==> config.mk <==
export PLATFORM = sky130hd
export DESIGN_NAME = bp_tournament_local
export DESIGN_NICKNAME = d
export VERILOG_FILES = /design/src/rtl/mips_core_pkg.sv /design/src/rtl/sat_counter_update.sv /design/src/rtl/bp_tournament_local.sv
export SDC_FILE = /design/constraint.sdc
export NUM_CORES = 2
export LEC_CHECK = 0
export BUFFER_PORTS_ARGS = -buffer_cell sky130_fd_sc_hd__buf_2
export CAP_MARGIN = 20
export CELL_PAD_IN_SITES_DETAIL_PLACEMENT = 1
export CELL_PAD_IN_SITES_GLOBAL_PLACEMENT = 1
export CORE_MARGIN = 2
export CORE_UTILIZATION = 35
export CTS_CLUSTER_DIAMETER = 60
export DETAILED_ROUTE_END_ITERATION = 8
export GPL_ROUTABILITY_DRIVEN = 0
export PLACE_DENSITY = 0.55
export SETUP_SLACK_MARGIN = 0.5
export SYNTH_ARGS = -nofsm -noshare
export SYNTH_HDL_FRONTEND = slang
export SYNTH_SLANG_ARGS = --single-unit
==> constraint.sdc <==
create_clock -name clk -period 30.4 [get_ports clk]
set_clock_uncertainty 0.15 [all_clocks]
set_input_delay 4.56 -clock clk [delete_from_list [all_inputs] [get_ports clk]]
set_output_delay 4.56 -clock clk [all_outputs]
set_load 0.05 [all_outputs]
==> src/rtl/mips_core_pkg.sv <==
// Shared core types: branch direction, address width, predictor bookkeeping
// record and the tournament predictor's controller state encoding.
package mips_core_pkg;

  localparam int ADDR_WIDTH = 32;

  typedef enum logic {
    NOT_TAKEN = 1'b0,
    TAKEN     = 1'b1
  } BranchOutcome;

  // Default history widths of the tournament predictor, used to size the
  // per-branch record a pipeline carries from lookup to commit.
  localparam int TL_GHIST_BITS = 8;
  localparam int TL_LHIST_BITS = 6;

  typedef struct packed {
    logic [ADDR_WIDTH-1:0]    pc;
    logic [TL_GHIST_BITS-1:0] ghistory;
    logic [TL_LHIST_BITS-1:0] lhistory;
    BranchOutcome             prediction;
    BranchOutcome             pred_global;
    BranchOutcome             pred_local;
  } bp_tl_info;

  typedef enum logic [0:0] {
    ST_INIT  = 1'b0,
    ST_READY = 1'b1
  } bp_tl_state_e;

endpackage

==> src/rtl/sat_counter_update.sv <==
// Next value of a saturating up/down counter: +1 toward all-ones, -1 toward
// zero, holding at either rail.
module sat_counter_update #(
  parameter int CTR_BITS = 2
) (
  input  logic [CTR_BITS-1:0] ctr_i,
  input  logic                up_i,
  output logic [CTR_BITS-1:0] ctr_o
);

  localparam logic [CTR_BITS-1:0] CTR_MAX = {CTR_BITS{1'b1}};
  localparam logic [CTR_BITS-1:0] CTR_MIN = {CTR_BITS{1'b0}};
  localparam logic [CTR_BITS-1:0] CTR_ONE = {{(CTR_BITS-1){1'b0}}, 1'b1};

  // Saturating increment on up, saturating decrement otherwise
  always_comb begin
    ctr_o = ctr_i;
    if (up_i) begin
      if (ctr_i != CTR_MAX) begin
        ctr_o = ctr_i + CTR_ONE;
      end else begin
        ctr_o = ctr_i;
      end
    end else begin
      if (ctr_i != CTR_MIN) begin
        ctr_o = ctr_i - CTR_ONE;
      end else begin
        ctr_o = ctr_i;
      end
    end
  end

endmodule

==> src/rtl/bp_tournament_local.sv <==
// Tournament branch predictor: gshare global component, per-PC local-history
// component and a gshare-indexed chooser. After reset the controller sweeps
// every table to its initial value before accepting lookups.
// Optional feature macro: BP_STATS_EN adds branch/mispredict counters.
module bp_tournament_local
  import mips_core_pkg::*;
#(
  parameter int GHIST_BITS  = 8,
  parameter int LHIST_BITS  = 6,
  parameter int LHT_ENTRIES = 64,
  parameter int CTR_BITS    = 2
) (
  input  logic                  clk,
  input  logic                  rst_n,
  input  logic                  i_req_valid,
  input  logic [ADDR_WIDTH-1:0] i_req_pc,
  output logic                  o_req_ready,
  output BranchOutcome          o_req_prediction,
  output BranchOutcome          o_req_pred_global,
  output BranchOutcome          o_req_pred_local,
  output logic [GHIST_BITS-1:0] o_req_ghistory,
  output logic [LHIST_BITS-1:0] o_req_lhistory,
  input  logic                  i_fb_valid,
  input  logic [ADDR_WIDTH-1:0] i_fb_pc,
  input  logic [GHIST_BITS-1:0] i_fb_ghistory,
  input  logic [LHIST_BITS-1:0] i_fb_lhistory,
  input  BranchOutcome          i_fb_prediction,
  input  BranchOutcome          i_fb_pred_global,
  input  BranchOutcome          i_fb_pred_local,
  input  BranchOutcome          i_fb_outcome
`ifdef BP_STATS_EN
  ,
  output logic [31:0]           o_stat_branches,
  output logic [31:0]           o_stat_mispredicts
`endif
);

  localparam int GDEPTH  = 1 << GHIST_BITS;
  localparam int LDEPTH  = 1 << LHIST_BITS;
  localparam int LHT_IDX = $clog2(LHT_ENTRIES);
  localparam int MAXD_GL = (GDEPTH > LDEPTH) ? GDEPTH : LDEPTH;
  localparam int MAXD    = (MAXD_GL > LHT_ENTRIES) ? MAXD_GL : LHT_ENTRIES;
  localparam int SWEEP_W = $clog2(MAXD);

  localparam logic [SWEEP_W-1:0]  SWEEP_LAST = SWEEP_W'(MAXD - 1);
  localparam logic [SWEEP_W-1:0]  SWEEP_ONE  = SWEEP_W'(1);
  localparam logic [SWEEP_W:0]    GDEPTH_L   = (SWEEP_W+1)'(GDEPTH);
  localparam logic [SWEEP_W:0]    LDEPTH_L   = (SWEEP_W+1)'(LDEPTH);
  localparam logic [SWEEP_W:0]    LHTD_L     = (SWEEP_W+1)'(LHT_ENTRIES);
  // Weakly not-taken for the PHTs, weakly global for the chooser.
  localparam logic [CTR_BITS-1:0] CTR_INIT   = CTR_BITS'((1 << (CTR_BITS - 1)) - 1);

  bp_tl_state_e          state_q, state_d;
  logic [SWEEP_W-1:0]    sweep_q, sweep_d;
  logic [GHIST_BITS-1:0] ghist_q, ghist_d;
  logic                  ready_s, init_s;

  logic [CTR_BITS-1:0]   gpht_q    [GDEPTH];
  logic [CTR_BITS-1:0]   chooser_q [GDEPTH];
  logic [CTR_BITS-1:0]   lpht_q    [LDEPTH];
  logic [LHIST_BITS-1:0] lht_q     [LHT_ENTRIES];

  // ---------------- lookup path (combinational, no bypass) ----------------
  logic [GHIST_BITS-1:0] req_gidx_s;
  logic [LHT_IDX-1:0]    req_lidx_s;
  logic [LHIST_BITS-1:0] req_lhist_s;
  logic [CTR_BITS-1:0]   req_gctr_s, req_lctr_s, req_cctr_s;
  logic                  pred_global_s, pred_local_s, pred_final_s;

  assign req_gidx_s    = i_req_pc[GHIST_BITS-1:0] ^ ghist_q;
  assign req_lidx_s    = i_req_pc[LHT_IDX-1:0];
  assign req_lhist_s   = lht_q[req_lidx_s];
  assign req_gctr_s    = gpht_q[req_gidx_s];
  assign req_lctr_s    = lpht_q[req_lhist_s];
  assign req_cctr_s    = chooser_q[req_gidx_s];
  assign pred_global_s = req_gctr_s[CTR_BITS-1];
  assign pred_local_s  = req_lctr_s[CTR_BITS-1];
  assign pred_final_s  = req_cctr_s[CTR_BITS-1] ? pred_local_s : pred_global_s;

  assign o_req_ready       = ready_s;
  assign o_req_prediction  = BranchOutcome'(pred_final_s);
  assign o_req_pred_global = BranchOutcome'(pred_global_s);
  assign o_req_pred_local  = BranchOutcome'(pred_local_s);
  assign o_req_ghistory    = ghist_q;
  assign o_req_lhistory    = req_lhist_s;

  // ---------------- feedback path ----------------
  logic                  req_fire_s, fb_fire_s, fb_taken_s, mispredict_s;
  logic                  chooser_upd_s, local_correct_s;
  logic [GHIST_BITS-1:0] fb_gidx_s;
  logic [LHT_IDX-1:0]    fb_lidx_s;
  logic [CTR_BITS-1:0]   g_new_s, l_new_s, c_new_s;

  assign req_fire_s      = i_req_valid & ready_s;
  assign fb_fire_s       = i_fb_valid & ready_s;
  assign fb_taken_s      = (i_fb_outcome == TAKEN);
  assign mispredict_s    = (i_fb_prediction != i_fb_outcome);
  assign chooser_upd_s   = (i_fb_pred_global != i_fb_pred_local);
  assign local_correct_s = (i_fb_pred_local == i_fb_outcome);
  assign fb_gidx_s       = i_fb_pc[GHIST_BITS-1:0] ^ i_fb_ghistory;
  assign fb_lidx_s       = i_fb_pc[LHT_IDX-1:0];

  sat_counter_update #(.CTR_BITS(CTR_BITS)) u_gctr (
    .ctr_i (gpht_q[fb_gidx_s]),
    .up_i  (fb_taken_s),
    .ctr_o (g_new_s)
  );

  sat_counter_update #(.CTR_BITS(CTR_BITS)) u_lctr (
    .ctr_i (lpht_q[i_fb_lhistory]),
    .up_i  (fb_taken_s),
    .ctr_o (l_new_s)
  );

  sat_counter_update #(.CTR_BITS(CTR_BITS)) u_cctr (
    .ctr_i (chooser_q[fb_gidx_s]),
    .up_i  (local_correct_s),
    .ctr_o (c_new_s)
  );

  // Upper PC bits take no part in indexing.
  logic unused_pc_bits_s;
  assign unused_pc_bits_s = ^{i_req_pc, i_fb_pc};

  // ---------------- controller ----------------
  // State, sweep counter and speculative global history registers
  always_ff @(posedge clk) begin
    if (!rst_n) begin
      state_q <= ST_INIT;
      sweep_q <= '0;
      ghist_q <= '0;
    end else begin
      state_q <= state_d;
      sweep_q <= sweep_d;
      ghist_q <= ghist_d;
    end
  end

  // Next state: sweep every index once, then serve lookups
  always_comb begin
    state_d = state_q;
    sweep_d = sweep_q;
    case (state_q)
      ST_INIT: begin
        if (sweep_q == SWEEP_LAST) begin
          state_d = ST_READY;
          sweep_d = '0;
        end else begin
          state_d = ST_INIT;
          sweep_d = sweep_q + SWEEP_ONE;
        end
      end
      ST_READY: begin
        state_d = ST_READY;
        sweep_d = '0;
      end
      default: begin
        state_d = ST_INIT;
        sweep_d = '0;
      end
    endcase
  end

  // State decode: sweep enable and lookup ready
  always_comb begin
    ready_s = 1'b0;
    init_s  = 1'b0;
    case (state_q)
      ST_INIT:  init_s  = 1'b1;
      ST_READY: ready_s = 1'b1;
      default: begin
        ready_s = 1'b0;
        init_s  = 1'b0;
      end
    endcase
  end

  // Global history: a misprediction repair overrides the speculative shift
  always_comb begin
    ghist_d = ghist_q;
    if (fb_fire_s && mispredict_s) begin
      ghist_d = {i_fb_ghistory[GHIST_BITS-2:0], fb_taken_s};
    end else if (req_fire_s) begin
      ghist_d = {ghist_q[GHIST_BITS-2:0], pred_final_s};
    end else begin
      ghist_d = ghist_q;
    end
  end

  // Table writes: initialisation sweep, otherwise training from commits
  always_ff @(posedge clk) begin
    if (init_s) begin
      if ({1'b0, sweep_q} < GDEPTH_L) begin
        gpht_q[sweep_q[GHIST_BITS-1:0]]    <= CTR_INIT;
        chooser_q[sweep_q[GHIST_BITS-1:0]] <= CTR_INIT;
      end
      if ({1'b0, sweep_q} < LDEPTH_L) begin
        lpht_q[sweep_q[LHIST_BITS-1:0]] <= CTR_INIT;
      end
      if ({1'b0, sweep_q} < LHTD_L) begin
        lht_q[sweep_q[LHT_IDX-1:0]] <= '0;
      end
    end else if (fb_fire_s) begin
      gpht_q[fb_gidx_s]      <= g_new_s;
      lpht_q[i_fb_lhistory]  <= l_new_s;
      lht_q[fb_lidx_s]       <= {i_fb_lhistory[LHIST_BITS-2:0], fb_taken_s};
      if (chooser_upd_s) begin
        chooser_q[fb_gidx_s] <= c_new_s;
      end
    end
  end

`ifdef BP_STATS_EN
  logic [31:0] stat_br_q, stat_mp_q;

  // Saturating counts of committed and mispredicted branches
  always_ff @(posedge clk) begin
    if (!rst_n) begin
      stat_br_q <= 32'd0;
      stat_mp_q <= 32'd0;
    end else begin
      if (fb_fire_s && (stat_br_q != 32'hFFFF_FFFF)) begin
        stat_br_q <= stat_br_q + 32'd1;
      end
      if (fb_fire_s && mispredict_s && (stat_mp_q != 32'hFFFF_FFFF)) begin
        stat_mp_q <= stat_mp_q + 32'd1;
      end
    end
  end

  assign o_stat_branches    = stat_br_q;
  assign o_stat_mispredicts = stat_mp_q;
`endif

endmodule

==> results.sh <==
export IMPL_synth_xor_area_share_pct=0.476
export IMPL_syn_area_sq_um=68000
export IMPL_numCtsBuffers=177
export IMPL_syn_nets=3774
export IMPL_holdCritPathClass="reg -> reg"
export IMPL_setup_viol=0
export IMPL_area_delta_synth_final_pct=13.6
export IMPL_fmax_mhz=67.3
export IMPL_synth_ff_type="edfxtp_1"
export IMPL_critPathCaptureType="primary output"
export IMPL_synth_fa_ha_area_share_pct=0.0478
export IMPL_grt_util_all_layers_pct=19.1
export IMPL_fin_crit_ps=14860
export IMPL_layout_drive_gt1_share_pct=27.8
export IMPL_synth_compound_area_share_pct=1.20
export IMPL_clkTransAtPathRegs_ps=60
export IMPL_fin_tns_setup_ps=0
export IMPL_dieArea_sq_um=198000
export IMPL_overflow=0
export IMPL_power_density_nw_per_um2=62.8
export IMPL_postSynthAreaPerCell_sq_um=18.5
export IMPL_synth_mux_area_fraction_pct=22.6
export IMPL_die_w_um=445
export IMPL_antenna_left=0
export IMPL_synth_top_family_by_area="multiplexers"
export IMPL_vias=35600
export IMPL_core_area_sq_um=193000
export IMPL_cts_max_level=4
export IMPL_slew_headroom_pct=22.1
export IMPL_port_buffers=55
export IMPL_cts_tree="yes"
export IMPL_worstSkewPairLatency_ps=820
export IMPL_vias_per_cell=5.52
export IMPL_synth_simple_area_share_pct=5.75
export IMPL_post_route_drc_count=0
export IMPL_start_kind="primary input"
export IMPL_num_rows=161
export IMPL_cts_resized=0
export IMPL_clockBufferDepth=3
export IMPL_wl_um=189000
export IMPL_dr_first_iter_drc_count=2925
export IMPL_crit_required_ps=25690
export IMPL_nets=3858
export IMPL_cts_root_buf="clkbuf_16"
export IMPL_final_common_cell="edfxtp_1"
export IMPL_start_util_pct=35.3
export IMPL_ys_seq_elements=1553
export IMPL_ioPinCount=104
export IMPL_hold_viol_final=0
export IMPL_synth_cells=3687
export IMPL_dpl_hpwl_um=114000
export IMPL_wl_per_cell_um=29.3
export IMPL_layout_common_cells="edfxtp_1 (1536), nor2_1 (667), mux4_2 (629)"
export IMPL_fin_total_pwr_mw=4.86
export IMPL_grt_first_pass_wirelength_um=275000
export IMPL_async_flop_share_pct=0
export IMPL_power_leakage_nw=22.8
export IMPL_grt_max_degree=115
export IMPL_ctsHoldBuffers=0
export IMPL_finalCritPeriodShare_pct=48.9
export IMPL_antenna_found_initial=13
export IMPL_synth_seq_area_share_pct=68.3
export IMPL_tightest_slew_ps=1160
export IMPL_synthDistinctLibCells=56
export IMPL_dr_pass1_iters=5
export IMPL_die_y_um=445
export IMPL_slew_viol_final=0
export IMPL_max_vdd_ir_drop_v=0.0000508
export IMPL_clock_sinks=1553
export IMPL_fillCellCount=18400
export IMPL_rsz0062_at_grt="no"
export IMPL_worstPathMaxFanout=40
export IMPL_grt_pass1_vias=38300
export IMPL_drv_cap=0
export IMPL_whs_ps=495
export IMPL_run_status="complete, no violations"
export IMPL_yosys_warnings=0
export IMPL_crit_type="in -> out"
export IMPL_post_cts_setup_buffers=0
export IMPL_synth_edf_count=1536
export IMPL_arrival_ps=10150
-- worst paths after layout --
check	startpoint	depth (start not counted)	slack, ps	to
worst max-delay path	i_req_pc[0]	14	15540	o_req_prediction
worst min-delay path	o_req_ghistory[7]	3	500	o_req_ghistory[7]
worst max register to register	gpht_q[27][0]	9	24790	gpht_q[31][0]
worst min register to register	o_req_ghistory[7]	3	500	o_req_ghistory[7]
-- registers in the layout, indices dropped and copies added, names as in the netlist --
name            count
lht_q             384
lpht_q            128
o_req_ghistory      8
gpht_q            512
sweep_q             8
chooser_q         512
state_q             1
-- routing by layer --
| metal | wire length [um] | track usage [%] |
|---|---|---|
| met1 | 83400 | 26.5 |
| met2 | 93400 | 31.7 |
| met3 | 7210 | 2.66 |
| met4 | 4630 | 5.17 |
| met5 | 60 | 0 |
-- metrics by stage --
stage	worst slack (ps)	utilization [%]	cell area (sq um)	std cells
finish	15540	40.1	77300	6441
global route	15360	40.1	77300	6441
CTS	15440	40.1	77200	6434
detailed placement	15450	37.1	71500	6112
global placement	15430	37.1	71400	6108
floorplan	6240	-	68000	3687
-- area by class of cell --
type | instances | area (sq um) | share of cell area, %
flip-flops and latches | 1553 | 46500 | 60.1
multi-input cells | 1874 | 20800 | 26.9
clock buffers | 212 | 4620 | 5.98
well taps | 2526 | 3160 | 4.09
repair buffers | 153 | 1150 | 1.49
clock inverters | 110 | 1110 | 1.44
inverters | 12 | 45.0 | 0.0583
diodes | 1 | 2.50 | 0.00324
-- power breakdown --
part	internal [mW]	switching [mW]	total (mW)
sequential	2.32	0.00348	2.33
combinational	0.170	0.229	0.399
clock	1.25	0.887	2.13
-- cell usage after synthesis (all sizes together), types with 15 or more instances --
master,number,area [sq um]
buf,85,472
clkbuf,163,612
a21oi,21,109
mux4,629,14200
nand2,144,541
edfxtp,1536,46100
dfxtp,17,340
nand3,80,400
nand2b,15,93.8
nor2,669,2510
a22oi,18,135
xor2,20,194
mux2i,108,1080
o21ai,36,180
-- cell families (layout without fill, tap and decap cells) --
kind of cell             count (synthesis)  after routing
flip-flops                            1553           1553
AO/OA/AOI/OAI                          123            123
multiplexers                           748            748
AND/OR/NAND/NOR                        966            966
XOR/XNOR                                34             34
adder cells (fa/ha/maj)                  3              3
other                                    0              1
buffers and inverters                  260            487
-- worst max-delay path, cell delays in order --
cell      delay, ps
buf_6           430
buf_4           730
mux4_2          630
mux4_2          460
o22ai_1         340
nor3_1          180
a21oi_4         140
buf_4           530
mux2_2          400
o211ai_1        270
nand4_1         190
a221o_1         570
mux2_2          400
buf_2           220
Power figures use the tool's default switching activity.
